## src/rtl/gobang_pkg.sv

```systemverilog
// Shared gobang types: cell codes, walk directions and checker states.
// Imported by the board datapath and the win checker.
package gobang_pkg;

  localparam int DEF_N       = 16;
  localparam int DEF_WIN_LEN = 5;

  localparam logic [1:0] CELL_EMPTY = 2'b00;
  localparam logic [1:0] CELL_P0    = 2'b01;
  localparam logic [1:0] CELL_P1    = 2'b10;

  typedef enum logic [1:0] {
    DIR_H,
    DIR_V,
    DIR_D,
    DIR_A
  } dir_e;

  typedef enum logic {
    PH_POS,
    PH_NEG
  } phase_e;

  typedef enum logic [2:0] {
    S_IDLE,
    S_DIR_INIT,
    S_REQ,
    S_CHK,
    S_DIR_END,
    S_DONE
  } wc_state_e;

  function automatic logic [1:0] own_code(
    input logic p
  );
    return p ? CELL_P1 : CELL_P0;
  endfunction

endpackage

```

## src/rtl/coord_stepper.sv

```systemverilog
// One step along a board direction from a cursor, with bounds check.
// Arithmetic is CW+1 bits signed so stepping off an edge never wraps.
module coord_stepper
  import gobang_pkg::*;
#(
  parameter int N  = DEF_N,
  parameter int CW = 4
) (
  input  logic [CW-1:0] cur_row,
  input  logic [CW-1:0] cur_col,
  input  dir_e          dir,
  input  phase_e        phase,
  output logic [CW-1:0] nxt_row,
  output logic [CW-1:0] nxt_col,
  output logic          in_bounds
);

  localparam logic signed [CW:0] P1 =
    {{CW{1'b0}}, 1'b1};
  localparam logic signed [CW:0] Z0 = '0;
  localparam logic signed [CW:0] M1 = '1;

  logic signed [CW:0] dr;
  logic signed [CW:0] dc;
  logic signed [CW:0] r_s;
  logic signed [CW:0] c_s;

  always_comb begin
    dr = Z0;
    dc = Z0;
    unique case (dir)
      DIR_H: begin dr = Z0; dc = P1; end
      DIR_V: begin dr = P1; dc = Z0; end
      DIR_D: begin dr = P1; dc = P1; end
      DIR_A: begin dr = P1; dc = M1; end
      default: begin dr = Z0; dc = Z0; end
    endcase
    if (phase == PH_NEG) begin
      dr = -dr;
      dc = -dc;
    end
  end

  assign r_s = $signed({1'b0, cur_row}) + dr;
  assign c_s = $signed({1'b0, cur_col}) + dc;

  // stepping past 2^CW-1 lands negative in CW+1 bits, also rejected
  assign in_bounds = (r_s >= Z0) && (int'(r_s) < N)
                  && (c_s >= Z0) && (int'(c_s) < N);

  assign nxt_row = r_s[CW-1:0];
  assign nxt_col = c_s[CW-1:0];

endmodule

```

## config.mk

```make
export PLATFORM = sky130hd
export DESIGN_NAME = coord_stepper
export DESIGN_NICKNAME = d
export VERILOG_FILES = /design/src/rtl/gobang_pkg.sv /design/src/rtl/coord_stepper.sv
export SDC_FILE = /design/constraint.sdc
export NUM_CORES = 1
export LEC_CHECK = 0
export CAP_MARGIN = 25
export CORE_AREA = 4 4 41 43
export DETAILED_ROUTE_END_ITERATION = 16
export DIE_AREA = 0 0 45 47
export GPL_TIMING_DRIVEN = 1
export REMOVE_ABC_BUFFERS = 1
export SYNTH_ARGS = -nofsm -noshare
export SYNTH_HDL_FRONTEND = slang
export SYNTH_SLANG_ARGS = --single-unit
export TNS_END_PERCENT = 5
```

## constraint.sdc

```tcl
create_clock -name vclk -period 10.7
set_clock_uncertainty 0.2 [all_clocks]
set_input_delay 2.675 -clock vclk [all_inputs]
set_output_delay 2.675 -clock vclk [all_outputs]
set_load 0.005 [all_outputs]
```

### After elaboration in Yosys (flattened, before gate mapping)

Cells that the tools add are included.

* flip-flop bits (word level): 0
* input bits: 11
* output and inout port bits: 9
* logic and storage cells: 21

* add/subtract/negate cells: 4
* $lt $le $gt $ge: 4
* eq/ne operators: 3
* multiplexer cells: 4
* reductions and logical operators: 6

Operators by type and width (number)
* $pmux W5 S3: 1
* $lt A5 B6 Y1 const B: 2
* $add A5 B5 Y5: 2
* $ge A5 B1 Y1 const B: 2
* $mux W5: 2
* $neg A5 Y5: 2
* $pmux W5 S2: 1
* $eq A2 B2 Y1 const B: 2
* $logic_and A1 B1 Y1: 3
* $reduce_or A3 Y1: 1
* $eq A2 B1 Y1 const B: 1
* $logic_not A2 Y1: 1
* $reduce_or A2 Y1: 1

### Depth between registers and ports, before layout

Gate-level depths: netlist of the first run.

* word-level depth: 10
* depth in mapped cells: 11
* mapped depth without buffers: 11

### Worst setup path before layout of the first run

No wires, ideal clock.

* kind: input port to output port
* from: in dir[1]
* to: out in_bounds
* arrival: 4.416 ns
* required time: 7.825 ns
* setup slack: 3.409 ns
* stages on the path: 11
* path buffers: 0
* path through: nand2b_1 -> ha_1 -> inv_1 -> a21o_1 -> inv_1 -> fa_1 -> nand2b_1 -> o2bb2ai_2 -> a22oi_2 -> o211ai_2 -> a21oi_2

* cells in the longest elaborated chain, start to end: 10

RTL lines
* start: declaration: RTL line coord_stepper.sv:11 `input dir_e dir,`
* $eq A2 B2 Y1 or $eq A2 B1 Y1 (tied branches): RTL line coord_stepper.sv:31 `unique case (dir)`
* $reduce_or A3 Y1 (no source line)
* $pmux W5 S2: RTL line coord_stepper.sv:31
* $neg A5 Y5: RTL line coord_stepper.sv:39 `dr = -dr;`
* $mux W5: RTL line coord_stepper.sv:38 `if (phase == PH_NEG) begin`
* $add A5 B5 Y5: RTL line coord_stepper.sv:44 `assign r_s = $signed({1'b0, cur_row}) + dr;`
* $lt A5 B6 Y1 or $ge A5 B1 Y1 (tied branches): RTL line coord_stepper.sv:48 `assign in_bounds = (r_s >= Z0) && (int'(r_s) < N)`
* $logic_and A1 B1 Y1: RTL line coord_stepper.sv:48
* $logic_and A1 B1 Y1: RTL line coord_stepper.sv:49 `&& (c_s >= Z0) && (int'(c_s) < N);`
* $logic_and A1 B1 Y1 (*): RTL line coord_stepper.sv:49
* end: declaration: RTL line coord_stepper.sv:15 `output logic in_bounds`

Every way passes the cells marked *; elsewhere a longest branch is shown, timed or not. The select of a mux whose other input is x is not followed.

### Final worst setup path of the first run

Same ends and word-level chain as after synthesis.

==> summary.md, run 1 <==
| Metric | Value |
|---|---|
| Vias in the first global route | `377` |
| Worst Tran Pin Value | `0.271 ns` |
| Setup violators final | `0` |
| Port-buffer cells | `20` |
| Clock buffer cells | `0` |
| Sequential share of power | `0%` |
| FF+latch area | `0 µm²` |
| Share of the synthesized area in the top cell type | `28.8%` |
| Share of post-route cells with drive strength above 1 | `9.23%` |
| Cells after synthesis | `46` |
| Synth unique cells | `20` |
| CP startpoint kind | `input port` |
| Fillcell total | `139` |
| Final ANT Viol Nets | `0` |
| Crit end category | `output pin` |
| Post-synthesis sequential area ratio | `0%` |
| GRT Residual Overflow | `0` |
| Final non-filler cell total | `80` |
| Sequential cell count | `0` |
| PostCTS Resize Cnt | `0` |
| GR Util met2 | `14.7%` |
| P_leak | `0.288 nW` |
| GR Util met3 | `1.15%` |
| Maximum fanout along the worst path | `5` |
| Dominant cell type by area after synthesis | `ha_1` |
| Fin util | `46.4%` |
| Post-CTS setup buffers | `0` |
| Internal Pwr Total | `24.8 µW` |
| PD cells | `66.7 nW/µm²` |
| Ant diodes | `0` |
| Core Region | `1300 µm²` |
| First-pass GRT wire length | `1440 µm` |
| Final period util | `78.8%` |
| DR iter-0 viols | `4` |
| Worst Path Arrival | `5.55 ns` |
| Netlist Area Pre-Place | `390 µm²` |
| Synth area leaders | `ha_1 (29%), fa_1 (10%), a21o_1 (9.6%)` |
| Met1 GRT Util | `12.0%` |
| Synth warn | `0` |
| Setup TNS | `0 ns` |
| Post-Place Cells | `80` |
| Final Hold Vio Count | `0` |
| P&R area growth vs syn | `54.8%` |
| Net count reported at finish | `89` |
| Fmax | `119 MHz` |
| Worst hold-check path type | `input port to output pin` |
| Post-DR wirelength/cell | `10.2 µm` |
| DIE AREA | `2120 µm²` |
| I/O Pins | `20` |
| Drt first pass iters | `4` |
| Max VDD drop | `31.6 µV` |
| DR vias | `382` |
| CP required | `7.83 ns` |
| Die W | `45 µm` |
| Routed WL | `819 µm` |
| Multi-input logic area | `363 µm²` |
| Die Y | `47 µm` |
| Clock power frac | `0%` |
| Comb pwr share | `100.0%` |
| Critical path class | `input port to output pin` |
| Total power | `40.3 µW` |
| Pin count of the biggest net entering global routing | `9` |
| Hpwl dp | `752 µm` |
| Outcome | `complete, no violations` |
| Synth Area per Inst | `8.49 µm²` |
| Global routing's busiest layer | `met2` |
| Via/cell ratio | `4.78` |
| Hold_sp | `cur_row[0]` |
| Switching share of power | `38.6%` |
| RSZ-0062 raised after global routing | `false` |
| Post-route DRC violation count | `0` |
| DP Worst Slack | `2.23 ns` |
| Switching power | `15.5 µW` |
| Worst relative slew slack | `81.9%` |
| Initial antenna violation count | `0` |
| Hold buffer count at CTS | `0` |
| Final Slew Violations | `0` |
| CP startpoint | `dir[1]` |
| Crit path time final | `8.43 ns` |
| Gr usage total | `8.52%` |
| Max-cap violations | `0` |
| FP Rows | `13` |
| Initial Util | `30.0%` |
| Final WS setup | `2.27 ns` |
| Routability cong. | `0.670` |
[routing by layer]
layer / routed length, µm / share of wire, % / vias to the layer above
li1: - / - / 202
met1: 376 / 46 / 167
met2: 363 / 44 / 13
met3: 79 / 9.6 / 0
met4: 0 / 0 / 0
met5: 0 / 0 / -
[layout make-up]
type	instances	area share [%]
inverter	6	3.73
tap	15	3.11
multi-input combinational	39	60.0
timing repair buffer	20	33.1
[cell usage after synthesis]
library cell,n
and2_1,1
xnor2_1,3
or2_2,1
nand2_1,1
nand2b_1,2
o211ai_2,1
clkbuf_2,1
a21oi_2,2
a21o_1,5
o2bb2ai_2,1
a21oi_1,2
o211ai_1,2
fa_1,2
nand3_1,1
nor2_1,3
a22oi_2,1
inv_1,6
mux2i_1,1
xor2_1,1
ha_1,9
[cell families (layout without fill, tap and decap cells)]
family | Yosys count | count (layout) | share of synthesized area (%)
compound gates | 14 | 14 | 30.8
xor+xnor | 4 | 4 | 8.98
fa+ha+maj | 11 | 11 | 39.1
mux | 1 | 1 | 2.56
simple gates | 9 | 9 | 11.5
buf+inv | 7 | 26 | 7.05
[layout by cell type, fill, tap and decap left out, types with 2 or more instances in the layout]
| cell type | synthesis | routed |
|---|---|---|
| clkdlybuf4s50_1 | 0 | 20 |
| a21oi_2 | 2 | 2 |
| xnor2_1 | 3 | 3 |
| nor2_1 | 3 | 3 |
| inv_1 | 6 | 6 |
| o211ai_1 | 2 | 2 |
| a21oi_1 | 2 | 2 |
| nand2b_1 | 2 | 2 |
| fa_1 | 2 | 2 |
| ha_1 | 9 | 9 |
| a21o_1 | 5 | 5 |
[stage by stage]
stage / hold WS [ns] / area, µm²
floorplan: 5.25 / 385
global placement: 6.23 / 604
detailed placement: 6.23 / 604
CTS: 6.23 / 604
global route: 6.25 / 604
finish: 6.22 / 604
[critical path, stage by stage]
cell	delay [ns]
clkdlybuf4s50_1	0.48
nand2b_1	0.20
ha_1	0.30
inv_1	0.05
a21o_1	0.12
inv_1	0.05
fa_1	0.42
nand2b_1	0.18
o2bb2ai_2	0.16
a22oi_2	0.14
o211ai_2	0.11
a21oi_2	0.15
clkdlybuf4s50_1	0.50
[worst paths after layout]
path | endpoint | slack (ns) | depth (start not counted)
min | nxt_row[0] | 6.22 | 3
max | in_bounds | 2.27 | 13
[power groups by stage]
| stage | combinational [mW] | clock, mW | sequential, mW |
|---|---|---|---|
| floorplan | 0.0208 | 0 | 0 |
| global placement | 0.0404 | 0 | 0 |
| detailed placement | 0.0409 | 0 | 0 |
| CTS | 0.0412 | 0 | 0 |
| global route | 0.0448 | 0 | 0 |
| finish | 0.0403 | 0 | 0 |
Power figures use the tool's default switching activity.
==> run 2, diff against run 1 <==
==> constraint.sdc (replaced) <==
create_clock -name vclk -period 7.6
set_clock_uncertainty 0.2 [all_clocks]
set_input_delay 1.9 -clock vclk [all_inputs]
set_output_delay 1.9 -clock vclk [all_outputs]
set_load 0.005 [all_outputs]
==> summary.md, run 2 (synthesis gave the netlist of run 1 again) <==
| Metric | Value |
|---|---|
| Outcome | `complete, no violations (unchanged)` |
| PostCTS Resize Cnt | `0 (unchanged)` |
| Pin count of the biggest net entering global routing | `9 (unchanged)` |
| Max-cap violations | `0 (unchanged)` |
| Hpwl dp | `748 µm (was 752 µm)` |
| CP max stage cell | `clkdlybuf4s50_1 (unchanged)` |
| Worst relative slew slack | `81.8% (was 81.9%)` |
| Post-route DRC violation count | `0 (unchanged)` |
| Setup TNS | `0 ns (unchanged)` |
| Cell family with most CP delay | `buffers and inverters (unchanged)` |
| Final Hold Vio Count | `0 (unchanged)` |
| DIE AREA | `2120 µm² (unchanged)` |
| Switching power | `22.2 µW (was 15.5 µW)` |
| Crit end category | `output pin (unchanged)` |
| Post-CTS setup buffers | `0 (unchanged)` |
| Initial Util | `30.0% (unchanged)` |
| Worst Path Arrival | `4.77 ns (was 5.55 ns)` |
| Internal Pwr Total | `34.9 µW (was 24.8 µW)` |
| Fillcell total | `139 (unchanged)` |
| Drt first pass iters | `2 (was 4)` |
| Critical path class | `input port to output pin (unchanged)` |
| Ant diodes | `0 (unchanged)` |
| RSZ-0062 raised after global routing | `false (unchanged)` |
| Via/cell ratio | `4.79 (was 4.78)` |
| Multi-input logic area | `363 µm² (unchanged)` |
| CP bufs+invs | `4 (unchanged)` |
| Sequential share of power | `0% (about the same)` |
| Maximum fanout along the worst path | `5 (unchanged)` |
| DR iter-0 viols | `3 (was 4)` |
| Worst Tran Pin Value | `0.272 ns (was 0.271 ns)` |
| FP Rows | `13 (unchanged)` |
| Vias in the first global route | `367 (was 377)` |
| Total power | `57.1 µW (was 40.3 µW)` |
| Post-route cell area | `604 µm² (unchanged)` |
| Sequential cell count | `0 (unchanged)` |
| Post-DR wirelength/cell | `10.7 µm (was 10.2 µm)` |
| Commonest non-fill, non-tap cell in the layout | `clkdlybuf4s50_1 (unchanged)` |
| Switching share of power | `38.8% (was 38.6%)` |
| Clock buffer cells | `0 (unchanged)` |
| Routed WL | `852 µm (was 819 µm)` |
| Die Y | `47 µm (unchanged)` |
| Share of post-route cells with drive strength above 1 | `9.23% (unchanged)` |
| Net count reported at finish | `89 (unchanged)` |
| P_leak | `0.288 nW (unchanged)` |
| FF+latch area | `0 µm² (unchanged)` |
| PD cells | `94.4 nW/µm² (was 66.7 nW/µm²)` |
| Fin util | `46.4% (unchanged)` |
| CP required | `5.50 ns (was 7.83 ns)` |
| Clock power frac | `0% (about the same)` |
| Most frequent cells in the layout | `clkdlybuf4s50_1 (20), ha_1 (9), inv_1 (6) (unchanged)` |
| Final Slew Violations | `0 (unchanged)` |
| Hold buffer count at CTS | `0 (unchanged)` |
| Final non-filler cell total | `80 (unchanged)` |
| Final ANT Viol Nets | `0 (unchanged)` |
| Crit-path cells | `clkdlybuf4s50_1 > nand2b_1 > ha_1 > inv_1 > a21o_1 > inv_1 > fa_1 > nand2b_1 > o2bb2ai_2 > mux2i_1 > o211ai_1 > a21oi_2 > clkdlybuf4s50_1 (was clkdlybuf4s50_1 > nand2b_1 > ha_1 > inv_1 > a21o_1 > inv_1 > fa_1 > nand2b_1 > o2bb2ai_2 > a22oi_2 > o211ai_2 > a21oi_2 > clkdlybuf4s50_1)` |
| GRT Residual Overflow | `0 (unchanged)` |
| Die W | `45 µm (unchanged)` |
| Core Region | `1300 µm² (unchanged)` |
| Worst path max stage delay | `0.50 ns (about the same)` |
| Setup violators final | `0 (unchanged)` |
| Placed cell area | `604 µm² (unchanged)` |
| DR vias | `383 (was 382)` |
| Final period util | `90.4%` |
| Worst hold-check path type | `input port to output pin (unchanged)` |
| Max VDD drop | `40.5 µV (was 31.6 µV)` |
| CP startpoint kind | `input port (unchanged)` |
| Gr usage total | `8.20% (was 8.52%)` |
| Fmax | `145 MHz` |
| Initial antenna violation count | `0 (unchanged)` |
| P&R area growth vs syn | `54.8% (unchanged)` |
| Post-Place Cells | `80 (unchanged)` |
| Port-buffer cells | `20 (unchanged)` |
| Comb pwr share | `100.0% (about the same)` |
| Crit path time final | `6.87 ns` |
| Routability cong. | `0.693 (was 0.670)` |
| First-pass GRT wire length | `1400 µm (was 1440 µm)` |
| I/O Pins | `20 (unchanged)` |
run 2: worst paths after layout:
check | startpoint | to | slack [ns] | cells after the start
max | dir[1] | in_bounds | 0.73 | 13
min | cur_row[0] | nxt_row[0] | 4.69 | 3
run 2: through the flow:
| stage | hold WS, ns | worst slack [ns] |
|---|---|---|
| after global routing | 4.71 | 0.526 |
| after floorplan | 3.70 | 1.86 |
| after global placement | 4.68 | 0.719 |
| after detailed placement | 4.69 | 0.713 |
| final | 4.69 | 0.727 |
| after CTS | 4.70 | 0.699 |
run 2: layer usage:
layer / routed length (µm) / vias to the layer above / global-route usage (%)
li1: - / 203 / -
met1: 406 / 167 / 11.3
met2: 379 / 13 / 14.7
met3: 66 / 0 / 0.766
met4: 0 / 0 / 0
met5: 0 / - / 0
run 2: area by class of cell:
class | count | area share [%]
inverters | 6 | 3.73
multi-input cells | 39 | 60.0
well taps | 15 | 3.11
repair buffers | 20 | 33.1
run 2: power groups by stage:
stage | clock network [mW] | logic (mW) | registers, mW
5_1_grt | 0 | 0.0631 | 0
6_report | 0 | 0.0571 | 0
4_1_cts | 0 | 0.0581 | 0
3_5_place_dp | 0 | 0.0574 | 0
3_3_place_gp | 0 | 0.0574 | 0
2_1_floorplan | 0 | 0.0292 | 0
